===== config.mk =====
export PLATFORM = sky130hd
export DESIGN_NAME = unit_responder
export DESIGN_NICKNAME = d
export VERILOG_FILES = /design/src/rtl/unit_responder.sv
export SDC_FILE = /design/constraint.sdc
export NUM_CORES = 1
export LEC_CHECK = 0
export BUFFER_PORTS_ARGS = -buffer_cell sky130_fd_sc_hd__buf_2
export CAP_MARGIN = 20
export CORE_ASPECT_RATIO = 1.75
export CORE_MARGIN = 2
export CORE_UTILIZATION = 49
export CTS_BUF_LIST = sky130_fd_sc_hd__clkbuf_2 sky130_fd_sc_hd__clkbuf_4 sky130_fd_sc_hd__clkbuf_8
export DETAILED_ROUTE_END_ITERATION = 7
export GPL_TIMING_DRIVEN = 0
export PLACE_DENSITY = 0.78
export RECOVER_POWER = 100
export SLEW_MARGIN = 5
export SYNTH_ARGS = -nofsm -noshare
export SYNTH_HDL_FRONTEND = slang
export SYNTH_SLANG_ARGS = --single-unit

===== constraint.sdc =====
create_clock -name clk -period 1.9 [get_ports clk]
set_input_delay 0.095 -clock clk [delete_from_list [all_inputs] [get_ports clk]]
set_output_delay 0.095 -clock clk [all_outputs]
set_load 0.05 [all_outputs]

===== src/rtl/unit_responder.sv =====
// Command-driven unit: decodes controller packets addressed to this unit and runs
// multi-beat LOAD/STORE transfers or a handshaked COMPUTE, reporting busy cycle count.
package unit_responder_pkg;

    typedef struct packed {
        logic [5:0] encoded_control;  // [5:4] unit id, [3:2] op, [1:0] compute type
        logic [7:0] data_control;     // [7:4] base addr, [3] valid, [2:0] size
    } control_packet_t;

    typedef enum logic [1:0] {
        OP_NOP     = 2'b00,
        OP_LOAD    = 2'b01,
        OP_STORE   = 2'b10,
        OP_COMPUTE = 2'b11
    } op_e;

endpackage

module unit_responder
    import unit_responder_pkg::*;
#(
    parameter logic [1:0]  UNIT_ID = 2'd0,
    parameter int unsigned CNT_W   = 16
) (
    input  logic                 clk,
    input  logic                 rst_n,
    input  control_packet_t      unit_control,
    output logic                 unit_ready,
    output logic                 unit_done,
    output logic                 mem_req,
    output logic                 mem_we,
    output logic [6:0]           mem_addr,
    input  logic                 mem_gnt,
    output logic                 compute_start,
    output logic [1:0]           compute_type,
    input  logic                 compute_done,
    output logic [CNT_W-1:0]     busy_cycles
);

    localparam int unsigned BEAT_W = 3;
    localparam int unsigned ADDR_W = 4;
    localparam int unsigned TYPE_W = 2;

    typedef enum logic [2:0] {
        IDLE       = 3'd0,
        XFER       = 3'd1,
        COMP_START = 3'd2,
        COMP_WAIT  = 3'd3,
        DONE       = 3'd4
    } state_e;

    state_e              state_q, state_d;
    op_e                 op_q, op_d;
    logic [TYPE_W-1:0]   type_q, type_d;
    logic [ADDR_W-1:0]   addr_q, addr_d;
    logic [BEAT_W-1:0]   size_q, size_d;
    logic [BEAT_W-1:0]   beat_q, beat_d;
    logic [CNT_W-1:0]    busy_q, busy_d;

    // Packet field decode
    logic [1:0]          pkt_id;
    op_e                 pkt_op;
    logic [TYPE_W-1:0]   pkt_type;
    logic [ADDR_W-1:0]   pkt_addr;
    logic                pkt_valid;
    logic [BEAT_W-1:0]   pkt_size;
    logic                accept;

    assign pkt_id    = unit_control.encoded_control[5:4];
    assign pkt_op    = op_e'(unit_control.encoded_control[3:2]);
    assign pkt_type  = unit_control.encoded_control[1:0];
    assign pkt_addr  = unit_control.data_control[7:4];
    assign pkt_valid = unit_control.data_control[3];
    assign pkt_size  = unit_control.data_control[2:0];
    assign accept    = (state_q == IDLE) && (pkt_id == UNIT_ID)
                       && (pkt_op != OP_NOP) && pkt_valid;

    // State and latched command registers
    always_ff @(posedge clk) begin
        if (!rst_n) begin
            state_q <= IDLE;
            op_q    <= OP_NOP;
            type_q  <= '0;
            addr_q  <= '0;
            size_q  <= '0;
            beat_q  <= '0;
            busy_q  <= '0;
        end else begin
            state_q <= state_d;
            op_q    <= op_d;
            type_q  <= type_d;
            addr_q  <= addr_d;
            size_q  <= size_d;
            beat_q  <= beat_d;
            busy_q  <= busy_d;
        end
    end

    // Next-state logic and output decode from registered state
    always_comb begin
        state_d       = state_q;
        op_d          = op_q;
        type_d        = type_q;
        addr_d        = addr_q;
        size_d        = size_q;
        beat_d        = beat_q;
        busy_d        = busy_q;
        unit_ready    = 1'b0;
        unit_done     = 1'b0;
        mem_req       = 1'b0;
        mem_we        = 1'b0;
        mem_addr      = '0;
        compute_start = 1'b0;
        compute_type  = '0;

        case (state_q)
            IDLE: begin
                unit_ready = 1'b1;
                if (accept) begin
                    op_d    = pkt_op;
                    type_d  = pkt_type;
                    addr_d  = pkt_addr;
                    size_d  = pkt_size;
                    beat_d  = '0;
                    busy_d  = CNT_W'(1);
                    state_d = (pkt_op == OP_COMPUTE) ? COMP_START : XFER;
                end
            end
            XFER: begin
                mem_req  = 1'b1;
                mem_we   = (op_q == OP_STORE);
                mem_addr = {addr_q, beat_q};
                if (mem_gnt) begin
                    if (beat_q == size_q) begin
                        state_d = DONE;
                    end else begin
                        beat_d = beat_q + BEAT_W'(1);
                    end
                end
            end
            COMP_START: begin
                compute_start = 1'b1;
                state_d       = COMP_WAIT;
            end
            COMP_WAIT: begin
                if (compute_done) begin
                    state_d = DONE;
                end
            end
            DONE: begin
                unit_done = 1'b1;
                if (pkt_op == OP_NOP) begin
                    state_d = IDLE;
                end
            end
            default: begin
                state_d = IDLE;
            end
        endcase

        if (state_q != IDLE) begin
            compute_type = type_q;
        end

        // The counter already includes the current cycle, so the exit cycle adds nothing
        if ((state_q == XFER || state_q == COMP_START || state_q == COMP_WAIT)
            && (state_d != DONE) && (busy_q != {CNT_W{1'b1}})) begin
            busy_d = busy_q + CNT_W'(1);
        end
    end

    assign busy_cycles = busy_q;

endmodule


## Word level (Yosys, flattened, before mapping)

Index checks and enable logic that the tools add are counted.

| storage, ports and cells | value |
|---|---|
| flip-flop bits (word level) | 33 |
| memory bits (read-only) | 0 |
| memories kept | 0 |
| logic and storage cells | 60 |
| output and inout port bits | 30 |
| input port bits | 18 |
| latch bits | 0 |
| memory bits (writable) | 0 |

| cells by class | value |
|---|---|
| div/mod/pow operators | 0 |
| bitwise gates (word level) | 0 |
| reduce and logical (&&, ||, !) cells | 18 |
| shift-type cells | 0 |
| add/subtract/negate cells | 2 |
| multiply operators | 0 |
| mux-type cells | 21 |
| eq/ne operators | 12 |
| $lt $le $gt $ge | 0 |

Operator list:

| cell | number |
|---|---|
| two-way mux 16 bit | 3 |
| two-way mux 3 bit | 8 |
| adder 16 x 1 -> 16 bit, second input constant | 1 |
| inequality test 16 bit, second input constant | 1 |
| one-hot mux 3 bit (5 select lines) | 1 |
| nonzero test 2 bit | 4 |
| two-way mux 7 bit | 1 |
| == test 3 x 2 -> 1 bit, second input constant | 2 |
| inequality test 2 bit, second input constant | 3 |
| one-hot mux 3 bit (2 select lines) | 1 |
| logical AND 1 bit | 5 |
| two-way mux 1 bit | 5 |
| == test 2 bit, second input constant | 2 |
| zero test 2 bit | 2 |
| two-way mux 2 bit | 2 |
| AND reduction 2 bit | 2 |
| AND reduction 4 bit | 1 |
| adder 3 x 1 -> 3 bit, second input constant | 1 |
| == test 3 x 1 -> 1 bit, second input constant | 1 |
| == test 3 bit | 1 |
| == test 3 bit, second input constant | 1 |
| zero test 3 bit | 1 |
| inequality test 3 bit, second input constant | 1 |
| nonzero test 3 bit | 1 |
| logical OR 1 bit | 2 |

## Longest topological paths before layout

Gate-level depths: netlist of the first run.

| logic depth | value |
|---|---|
| word-level depth | 11 |
| mapped depth | 7 |
| gate-level depth less buffers | 6 |

## Least setup slack after synthesis of the first run

Ideal clock, no wire load.

| timing path | value |
|---|---|
| kind | register to register |
| from | reg busy_q[0] (netlist: busy_cycles[0]) |
| to | reg busy_q[15] (netlist: busy_cycles[15]) |
| clock period less this slack | 2.390 ns |
| required time | 1.780 ns |
| setup time | 0.120 ns |
| data arrival time | 2.271 ns |
| stages on the path, launching flop included | 7 |
| setup slack | -0.490 ns |
| cell sequence | dfxtp_1 > ha_1 > nand4_1 > nor4_1 > nand4_1 > and4_1 > a211o_1 |

| on the way | value |
|---|---|
| longest elaborated chain between the ends | 4 |
| elaborated cells on any way between the ends | 7 |
| those cells by class | 1 x add/sub; 1 x eq/ne; 1 x mux; 4 x reduce/logical |

Ends and longest elaborated chain:

| what | RTL line | text |
|---|---|---|
| from (decl) | 58 | `logic [CNT_W-1:0] busy_q, busy_d;` |
| from (signal assigned) | 95 | `busy_q <= busy_d;` |
| parallel branches: the longest is 4 deep, another holds adder 16 x 1 -> 16 bit | - |  |

Parallel ways; which one is timed is not known.
A chain may end at the register's enable or synchronous reset.

## Worst setup path after layout of the first run

| timing path | value |
|---|---|
| from | reg size_q[1] |
| to | reg busy_q[12] (netlist: busy_cycles[12]) |

| on the way | value |
|---|---|
| longest elaborated chain between the ends | 9 |
| elaborated cells on any way between the ends | 11 |
| those cells by class | 2 x eq/ne; 4 x mux; 5 x reduce/logical |

Ends and longest elaborated chain:

| what | RTL line | text |
|---|---|---|
| from (decl) | 56 | `logic [BEAT_W-1:0] size_q, size_d;` |
| from (signal assigned) | 93 | `size_q <= size_d;` |
| == test 3 bit * | 134 | `if (beat_q == size_q) begin` |
| two-way mux 3 bit * | 134 |  |
| two-way mux 3 bit * | 133 | `if (mem_gnt) begin` |
| one-hot mux 3 bit (5 select lines) * | 116 | `case (state_q)` |
| inequality test 3 bit * | 167 | `&& (state_d != DONE) && (busy_q != {CNT_W{1'b1}})) begin` |
| logical AND 1 bit * (2 in series) | 167 |  |
| nonzero test 2 bit (no source line) | - |  |
| AND reduction 2 bit (no source line) | - |  |

Every way passes the cells marked *; elsewhere a longest branch is shown, timed or not.

==> results of run 1 <==
layer usage:
layer | share of wire (%) | track usage (%) | vias to the layer above
met5 | 0 | 0 | -
met4 | 3.0 | 16.4 | 0
met3 | 5.1 | 5.20 | 12
met2 | 55 | 43.2 | 62
met1 | 37 | 24.1 | 913
li1 | - | - | 942
layout by cell type (no fill, tap or decap), types with 3 or more instances in the layout:
cell type and instances:
a211o_1 7, nand3_1 13, buf_4 20, clkbuf_1 17, o21ai_0 8, and3_1 6
or2_2 3, dfxtp_4 4, nand3b_1 3, and2_1 8, dfxtp_2 13, nand4_1 9
or3_1 4, buf_6 5, dfxtp_1 16, nor2_1 12, xor2_2 3, nand2_1 36
and4_1 3, inv_1 4, nor3_4 3, a21oi_1 17, nor3_1 8, buf_2 26
clkbuf_8 7
area by class of cell:
class | count | area [µm²]
repair buffers | 62 | 359
plain buffers | 8 | 53.8
clock inverters | 1 | 5.00
well taps | 45 | 56.3
fillers | 294 | 968
inverters | 4 | 15.0
flip-flops and latches | 33 | 692
multi-input cells | 176 | 1190
clock buffers | 7 | 96.3
cell families (layout without fill, tap and decap cells):
| logic type | after synthesis | count (layout) | share of synthesized area (%) |
|---|---|---|---|
| muxes | 2 | 2 | 1.13 |
| AOI/OAI and AO/OA | 45 | 45 | 17.1 |
| DFF | 33 | 33 | 37.4 |
| xor gates and xnor gates | 5 | 5 | 2.48 |
| adders and majority gates | 2 | 2 | 1.42 |
| buffers and inverters | 12 | 82 | 3.04 |
| and+or+nand+nor | 122 | 122 | 37.5 |
sequential cells by signal, summed over array words and instances (netlist names):
name,count
state_q,3
type_q,2
op_q,2
addr_q,4
busy_cycles,16
beat_q,3
size_q,3
path summary, 6_finish.rpt:
check | endpoint | depth (start not counted) | start
worst min-delay path | addr_q[3]$_SDFFE_PN0P_ | 3 | unit_control[7]
worst max register to register | busy_cycles[12]$_SDFFE_PN0P_ | 6 | size_q[1]$_SDFFE_PN0P_
worst max-delay path | busy_cycles[12]$_SDFFE_PN0P_ | 6 | size_q[1]$_SDFFE_PN0P_
worst min register to register | addr_q[2]$_SDFFE_PN0P_ | 2 | addr_q[2]$_SDFFE_PN0P_
timing repair:
item,CTS,global route
pin swaps,8,10
hold endpoints to repair,0,0
cloned,1,0
hold buffers,0,0
buffers inserted,6,8
setup endpoints to repair,23,21
resized for setup,19,26
worst max-delay path: cells and delay by family (launching register included):
kind / cells / cell delay (ns)
buffers and inverters: 1 / 0.16
AND/OR/NAND/NOR: 1 / 0.05
XOR/XNOR: 1 / 0.22
AO/OA/AOI/OAI: 3 / 1.03
flip-flops: 1 / 0.34
per-stage QoR:
stage	total power [mW]	worst slack, ns	setup TNS [ns]	hold slack [ns]
final	1.49	-0.000746	-0.000746	0.0363
after global routing	1.54	-0.0311	-0.148	0.0463
after CTS	1.48	0.00119	0	0.0328
after detailed placement	0.881	-0.485	-4.02	0.342
after global placement	0.878	-0.479	-3.72	0.338
after floorplan	0.831	-0.340	-2.56	0.231
power breakdown:
group          leakage (nW)  switching, mW  internal (mW)
registers             0.276         0.0160          0.702
clock network        0.0542          0.261          0.327
logic                 0.795          0.109         0.0714
==> run metrics, run 1 <==
Synth area leaders=dfxtp_1, nand2_1, a21oi_1; Die ar.=4120 µm²; Worst path max stage delay=0.51 ns; total wire length=5000 µm; sequential share of the synthesized area=37.4%; outcome=finished with violations; clock skew=0.00376 ns; crit path kind=reg -> reg; Netlist cell types=46; Least-Margin Pin Slew=0.593 ns; placed cell count=313; htree depth=2; Setup crit end kind=register; slowest CP cell=o41a_1; Worst Slack Setup Final=-0.000746 ns; Initial Util=51.5%; count leader, synth=nand2_1; Hold Vio Cnt, Final=0; crit path launch type=register; Pre-antenna DRT Iters=4; I/O pins=48; PortBufs=47; Final Wtd Congestion=0.801; flop-to-flop setup slack=-0.0007 ns; Synth Cell Area=1770 µm²; cells after synthesis=221; DRC viols=0; n_diodes=0; Max-Cap Viols=0; Yosys Warn Count=0; layout cells sized above 1=34.4%; critical path cell sequence=xor2_2 > o41a_1 > o21ai_2 > buf_6 > nor3_1 > a211o_1; initial antenna violation count=0; PwrDens=603 nW/µm²; failing checks=setup timing; Min-Delay Path Class=in -> reg; die width=49.4 µm; CP arrival=2.08 ns; vias=1,929; area grow syn2layout=39.4%; non-filler cells, final=336; 1st-iter DRT viols=49; final setup fails=1; Final Critical Period=1.90 ns; Slew HR=60.6%; Skew-Pair Late Insertion Delay=0.29 ns; Sink Count=33; Worst IR Drop VDD=0.676 mV; Synth Net Count=241; most area-hungry cell type in the Yosys netlist=dfxtp_1; vias in the first global route=1,808; first-pass GRT wire length=7800 µm; EDFF count, synth=0; Avg Cell Area, Syn=8.00 µm²; Leak=1.13 nW; CP Data Required Time=2.08 ns; Post-DP HPWL=3290 µm; GRT overflow=0; average wire per standard cell=14.9 µm; FMAX=526 MHz; maximum clock path buffer count=2; post-route cell area=2460 µm²; Total Nets Final=310; Main synth FF type=dfxtp_1; total track usage=24.2%; ys async rst share=0%; largest net degree at the start of global routing=11; clock transition at the registers of the reported paths=0.07 ns; die height=83.5 µm; Placed Area=2100 µm²; crit-path max FO=5; top cell type's share of synthesized area=37.4%; core region area=3430 µm²; Row Count=28; Max Slew Vio Count=0; total CTS buffers=5; register bit total from synthesis=33; Post-synth top cells=nand2_1, dfxtp_1, a21oi_1; CTS tree=done; via-per-instance ratio=5.74; CTS root buf=clkbuf_8; final core occ=71.8%; Tcrit/Tclk final=100%; ANT nets after route=0; RSZ-0062 raised after global routing=yes
No activity file was read; power rests on OpenSTA's default activity.
==> run 2: changes to the inputs <==
--- a/config.mk
+++ b/config.mk
@@ -7,7 +7,7 @@
 export LEC_CHECK = 0
 export BUFFER_PORTS_ARGS = -buffer_cell sky130_fd_sc_hd__buf_2
 export CAP_MARGIN = 20
-export CORE_ASPECT_RATIO = 1.75
+export CORE_ASPECT_RATIO = 1.2
 export CORE_MARGIN = 2
 export CORE_UTILIZATION = 49
 export CTS_BUF_LIST = sky130_fd_sc_hd__clkbuf_2 sky130_fd_sc_hd__clkbuf_4 sky130_fd_sc_hd__clkbuf_8
==> run 2 against run 1 <==
  * The run ends with DRC left
  * Sequential cell count unchanged
  * Non-clock buffer count is 4 higher
  * Utilization up 0.79 points
  * Hold slack lost 0.011 ns
  * Die area is 0.40% lower
  * Sequential share of layout area grew 0.15 points
  * Cell area is the same
  * Power decreased by 3.1%
  * Count of clock-buffer cells in the layout is 2 lower
  * Worst setup slack better by 0.012 ns
  * Largest power group unchanged
==> run metrics, run 2 (same netlist as run 1, synthesis figures left out) <==
vias in the first global route=1,830; Max-Cap Viols=0; final core occ=72.6%; die height=69.8 µm; Largest register FFs=16; CTS tree=done; non-filler cells, final=332; final setup fails=0; met3 Usage GRT=5.78%; Setup crit end kind=register; crit path launch type=register; PortBufs=47; die width=58.8 µm; ANT nets after route=0; I/O pins=48; largest net degree at the start of global routing=12; htree depth=2; RSZ-0062 raised after global routing=yes; CTS root buf=clkbuf_8; CP Data Required Time=2.08 ns; Worst IR Drop VDD=0.487 mV; Least-Margin Pin Slew=0.599 ns; flop-to-flop setup slack=0.01 ns; via-per-instance ratio=6.00; Worst path max stage delay=0.48 ns; Slew HR=60.3%; GRT overflow=0; vias=1,993; most frequent cells in the layout=nand2_1, buf_2, buf_4, dfxtp_1, a21oi_1; failing checks=DRC; initial antenna violation count=0; PwrDens=584 nW/µm²; most common cell after layout, fill and taps aside=nand2_1; Leak=1.11 nW; delay-heaviest family, CP=compound AO/OA/AOI/OAI gates; busiest grt layer=met2; Row Count=23; core region area=3400 µm²; n_diodes=0; Post-DP HPWL=3200 µm; average wire per standard cell=16.2 µm; Pre-antenna DRT Iters=7; CP arrival=2.07 ns; layout cells sized above 1=36.9%; critical path cell sequence=xor2_4 > o41a_1 > o21ai_2 > buf_6 > nor3_1 > a211o_1; Final Wtd Congestion=0.853; post-route cell area=2460 µm²; placed cell count=305; Final Critical Period=1.89 ns; Initial Util=52.1%; 1st-iter DRT viols=111; Tcrit/Tclk final=99.4%; Die ar.=4110 µm²; slowest CP cell=o41a_1; crit-path max FO=5; crit path kind=reg -> reg; Sink Count=33; clock transition at the registers of the reported paths=0.08 ns; maximum clock path buffer count=2; area grow syn2layout=39.4%; total CTS buffers=5; clock skew=0.0143 ns; Hold Vio Cnt, Final=0; Placed Area=2090 µm²; first-pass GRT wire length=7980 µm; Worst Path Buf+Inv=1; total wire length=5370 µm; Total Nets Final=314; outcome=finished with violations; Fillers=285; Max Slew Vio Count=0; FMAX=529 MHz; total track usage=24.6%; Skew-Pair Late Insertion Delay=0.30 ns; DRC viols=2; met1 usage=27.8%; Min-Delay Path Class=in -> reg; met2 global-route usage=43.2%
-- run 2: cell count changes in the layout (fill, tap and decap cells not counted), moves of 2 or more --
cell and delta:
clkbuf_8 -2, nor3_2 +2, buf_6 -2, dfxtp_4 +2
nor4_2 +2, dfxtp_2 -3, clkbuf_1 -2, buf_4 +6
buf_2 +3, nor4_4 -2
-- run 2: tightest hold or removal path, cell delays in order --
cell	delay [ns]
buf_2	0.09
nand2_1	0.04
a21oi_1	0.05
-- run 2: path summary, 6_finish.rpt --
| path | from | end | cells past startpoint |
|---|---|---|---|
| setup / recovery | beat_q[1]$_SDFFE_PN0P_ | busy_cycles[7]$_SDFFE_PN0P_ | 6 |
| hold reg to reg | addr_q[0]$_SDFFE_PN0P_ | addr_q[0]$_SDFFE_PN0P_ | 2 |
| hold / removal | unit_control[4] | addr_q[0]$_SDFFE_PN0P_ | 3 |
| setup reg to reg | beat_q[1]$_SDFFE_PN0P_ | busy_cycles[7]$_SDFFE_PN0P_ | 6 |
-- run 2: metrics by stage --
stage	setup TNS, ns	worst slack (ns)	hold WS [ns]	power, mW
after global routing	-0.621	-0.137	0.0454	1.50
after global placement	-3.23	-0.390	0.336	0.879
after floorplan	-2.56	-0.340	0.231	0.831
after CTS	0	0.00815	0.0282	1.41
after detailed placement	-3.53	-0.402	0.341	0.881
final	0	0.0112	0.0254	1.44
-- run 2: cell type report --
type,count,area (µm²),area share [%]
timing repair buffer,66,384,15.6
clock inverter,3,16.3,0.660
buffer,8,51.3,2.08
multi-input combinational,176,1190,48.2
tap,37,46.3,1.88
clock buffer,5,68.8,2.79
inverter,4,15.0,0.609
sequential,33,696,28.2
-- run 2: per-layer routing --
metal	part of all wire (%)	vias to the layer above	wire [µm]
met4	3.6	0	195
met1	39	947	2090
met2	52	74	2780
met3	5.6	26	301
met5	0	-	0
li1	-	946	-
-- run 2: power by group --
group          total (mW)  leakage (nW)  switching, mW  internal, mW
logic               0.197         0.785          0.116        0.0808
registers           0.714         0.276         0.0145         0.699
clock network       0.530        0.0482          0.276         0.254
total                1.44          1.11          0.407          1.03
-- run 2: timing repair --
action,in CTS,in global routing
hold endpoints to repair,0,0
gates cloned,1,0
pin swaps,8,26
buffers inserted,8,10
setup endpoints to repair,23,19
hold buffers,0,0
gates resized for setup,15,32
==> run 3: changes to the inputs <==
--- a/config.mk
+++ b/config.mk
@@ -5,11 +5,12 @@
 export SDC_FILE = /design/constraint.sdc
 export NUM_CORES = 1
 export LEC_CHECK = 0
+export ABC_AREA = 1
 export BUFFER_PORTS_ARGS = -buffer_cell sky130_fd_sc_hd__buf_2
 export CAP_MARGIN = 20
 export CORE_ASPECT_RATIO = 1.2
-export CORE_MARGIN = 2
-export CORE_UTILIZATION = 49
+export CORE_MARGIN = 3
+export CORE_UTILIZATION = 50
 export CTS_BUF_LIST = sky130_fd_sc_hd__clkbuf_2 sky130_fd_sc_hd__clkbuf_4 sky130_fd_sc_hd__clkbuf_8
 export DETAILED_ROUTE_END_ITERATION = 7
 export GPL_TIMING_DRIVEN = 0
==> run 3 against run 2 <==
  * The run now ends clean
  * Cell area is 2.2% lower
  * Largest power group unchanged
  * Routed wire length shrank 7.3%
  * Critical path type is now reg -> out
  * Worst setup slack better by 0.13 ns
==> run metrics, run 3 <==
outcome=complete, no violations; FF-to-FF End=state_q[0]$_SDFF_PN0_; most common cell after layout, fill and taps aside=nand2_1; Pre-antenna DRT Iters=4; FMAX=569 MHz; Avg Cell Area, Syn=7.10 µm²; critical hold path startpoint=unit_control[7]; Max Slew Vio Count=0; Worst IR Drop VDD=0.290 mV; RSZ-0062 raised after global routing=no; Synth area leaders=dfxtp_1, nand2_1, nor2_1; clock transition at the registers of the reported paths=0.07 ns; I/O pins=48; Row Count=24; average wire per standard cell=12.6 µm; Fillers=397; CTS resizes=0; 1st-iter DRT viols=161; Skew-Pair Late Insertion Delay=0.29 ns; R2R cell count=8; Die ar.=4910 µm²; Tot Pwr=1.57 mW; sequential share of the synthesized area=32.2%; die width=64.5 µm; vias=2,023; XOR/XNOR share of the synthesized area=3.41%; ANT nets after route=0; ys async rst share=0%; crit-path max FO=10; Synth Net Count=309; GRT overflow=0; Sink Count=33; post-synthesis adder-cell area fraction=1.22%; Hold Vio Cnt, Final=0; initial antenna violation count=0; EDFF count, synth=0; Max-Cap Viols=0; clock skew=0.00903 ns; maximum clock path buffer count=2; Post-DP HPWL=3740 µm; Largest register FFs=16; PwrDens=649 nW/µm²; hold depth=3; Main synth FF type=dfxtp_1; CTS tree=done; most frequent cells in the layout=nand2_1, nor2_1, dfxtp_1, inv_1, clkbuf_1; via-per-instance ratio=5.11; Final Wtd Congestion=0.912; flop-to-flop setup slack=0.18 ns; setup bufs post-CTS=0; first-pass GRT wire length=8540 µm; CP arrival=1.66 ns; Post-synth top cells=nand2_1, nor2_1, dfxtp_1; largest net degree at the start of global routing=11; mux cell area share after synthesis=0%; largest family of logic cells by synthesized area=simple AND/OR/NAND/NOR gates; Simple-Gate Fraction of Synth Area=39.2%; PortBufs=47; Initial Util=54.3%; area grow syn2layout=17.4%; total track usage=21.8%; total wire length=4980 µm; most area-hungry cell type in the Yosys netlist=dfxtp_1; Slew HR=60.1%; Min-Delay Path Class=in -> reg; Synth Cell Area=2050 µm²; Setup crit end kind=output port; Final Critical Period=1.76 ns; core region area=3780 µm²; register bit total from synthesis=33; top cell type's share of synthesized area=32.2%; die height=76.2 µm; Yosys Warn Count=0; # hold bufs at CTS=0; setup TNS=0 ns; count leader, synth=nand2_1; vias in the first global route=1,942; crit path launch type=register; CP Data Required Time=1.80 ns; Least-Margin Pin Slew=0.598 ns; Total Nets Final=363; Tcrit/Tclk final=92.4%; final setup fails=0; cells after synthesis=289; worst hold endpoint=addr_q[3]$_SDFFE_PN0P_; DRC viols=0; crit path kind=reg -> out; htree depth=2; layout cells sized above 1=21.2%; compound-gate portion of the synthesized area=13.7%; R2R Path Start=state_q[0]$_SDFF_PN0_; Leak=0.912 nW; total CTS buffers=5; CTS root buf=clkbuf_8; n_diodes=0; Netlist cell types=34
## run 3: worst max-delay path by stage
stage          slack (ns)                         from  cells past startpoint                            to
6_report             0.14        state_q[2]$_SDFF_PN0_                      4                        mem_we
5_1_grt              0.02        state_q[0]$_SDFF_PN0_                      8         state_q[0]$_SDFF_PN0_
4_1_cts              0.16  busy_cycles[0]$_SDFFE_PN0P_                      7  busy_cycles[11]$_SDFFE_PN0P_
3_5_place_dp         0.17  busy_cycles[0]$_SDFFE_PN0P_                      7   busy_cycles[8]$_SDFFE_PN0P_
3_3_place_gp         0.20  busy_cycles[0]$_SDFFE_PN0P_                      7   busy_cycles[8]$_SDFFE_PN0P_
2_1_floorplan       0.004  busy_cycles[0]$_SDFFE_PN0P_                      8   busy_cycles[2]$_SDFFE_PN0P_
## run 3: final cells by class
class	instances	area, µm²	share of cell area [%]
multi-input cells	207	1170	48.6
repair buffers	47	201	8.35
inverters	41	154	6.38
clock buffers	7	96.3	4.00
flip-flops and latches	33	662	27.5
clock inverters	1	5.00	0.208
well taps	52	65.1	2.70
plain buffers	8	55.1	2.28
## run 3: cell families (layout without fill, tap and decap cells)
logic type | Yosys count | in the layout
xor gates and xnor gates | 8 | 8
DFF | 33 | 33
buffers and inverters | 49 | 104
adders and majority gates | 2 | 2
and+or+nand+nor | 150 | 150
AOI/OAI and AO/OA | 47 | 47
## run 3: layer usage
metal  track usage [%]  up-vias  wire length (µm)
met5                 0        -                 0
li1                  -     1046                 -
met2              38.4       48              2510
met3              4.57        5               261
met4              7.61        0                57
met1              25.5      924              2150
## run 3: through the flow
stage	worst slack (ns)	hold slack, ns	cells	cell area, µm²	util, %
final	0.144	0.0914	396	2410	63.7
after detailed placement	0.172	0.383	388	2350	62.2
after global routing	0.0234	0.103	396	2410	63.7
after CTS	0.161	0.0911	396	2460	64.9
after floorplan	0.00379	0.233	289	2050	-
after global placement	0.202	0.370	388	2350	62.2
## run 3: critical path, cell delays in order, from the launching register on
cell	delay (ns)
dfxtp_1	0.37
inv_2	0.12
nand3_4	0.15
nor3_1	0.23
clkbuf_1	0.50
## run 3: power breakdown
group	leakage (nW)	internal (mW)	total (mW)	switching, mW
Combinational	0.590	0.0748	0.238	0.163
Clock	0.0542	0.328	0.597	0.269
Sequential	0.268	0.713	0.730	0.0175
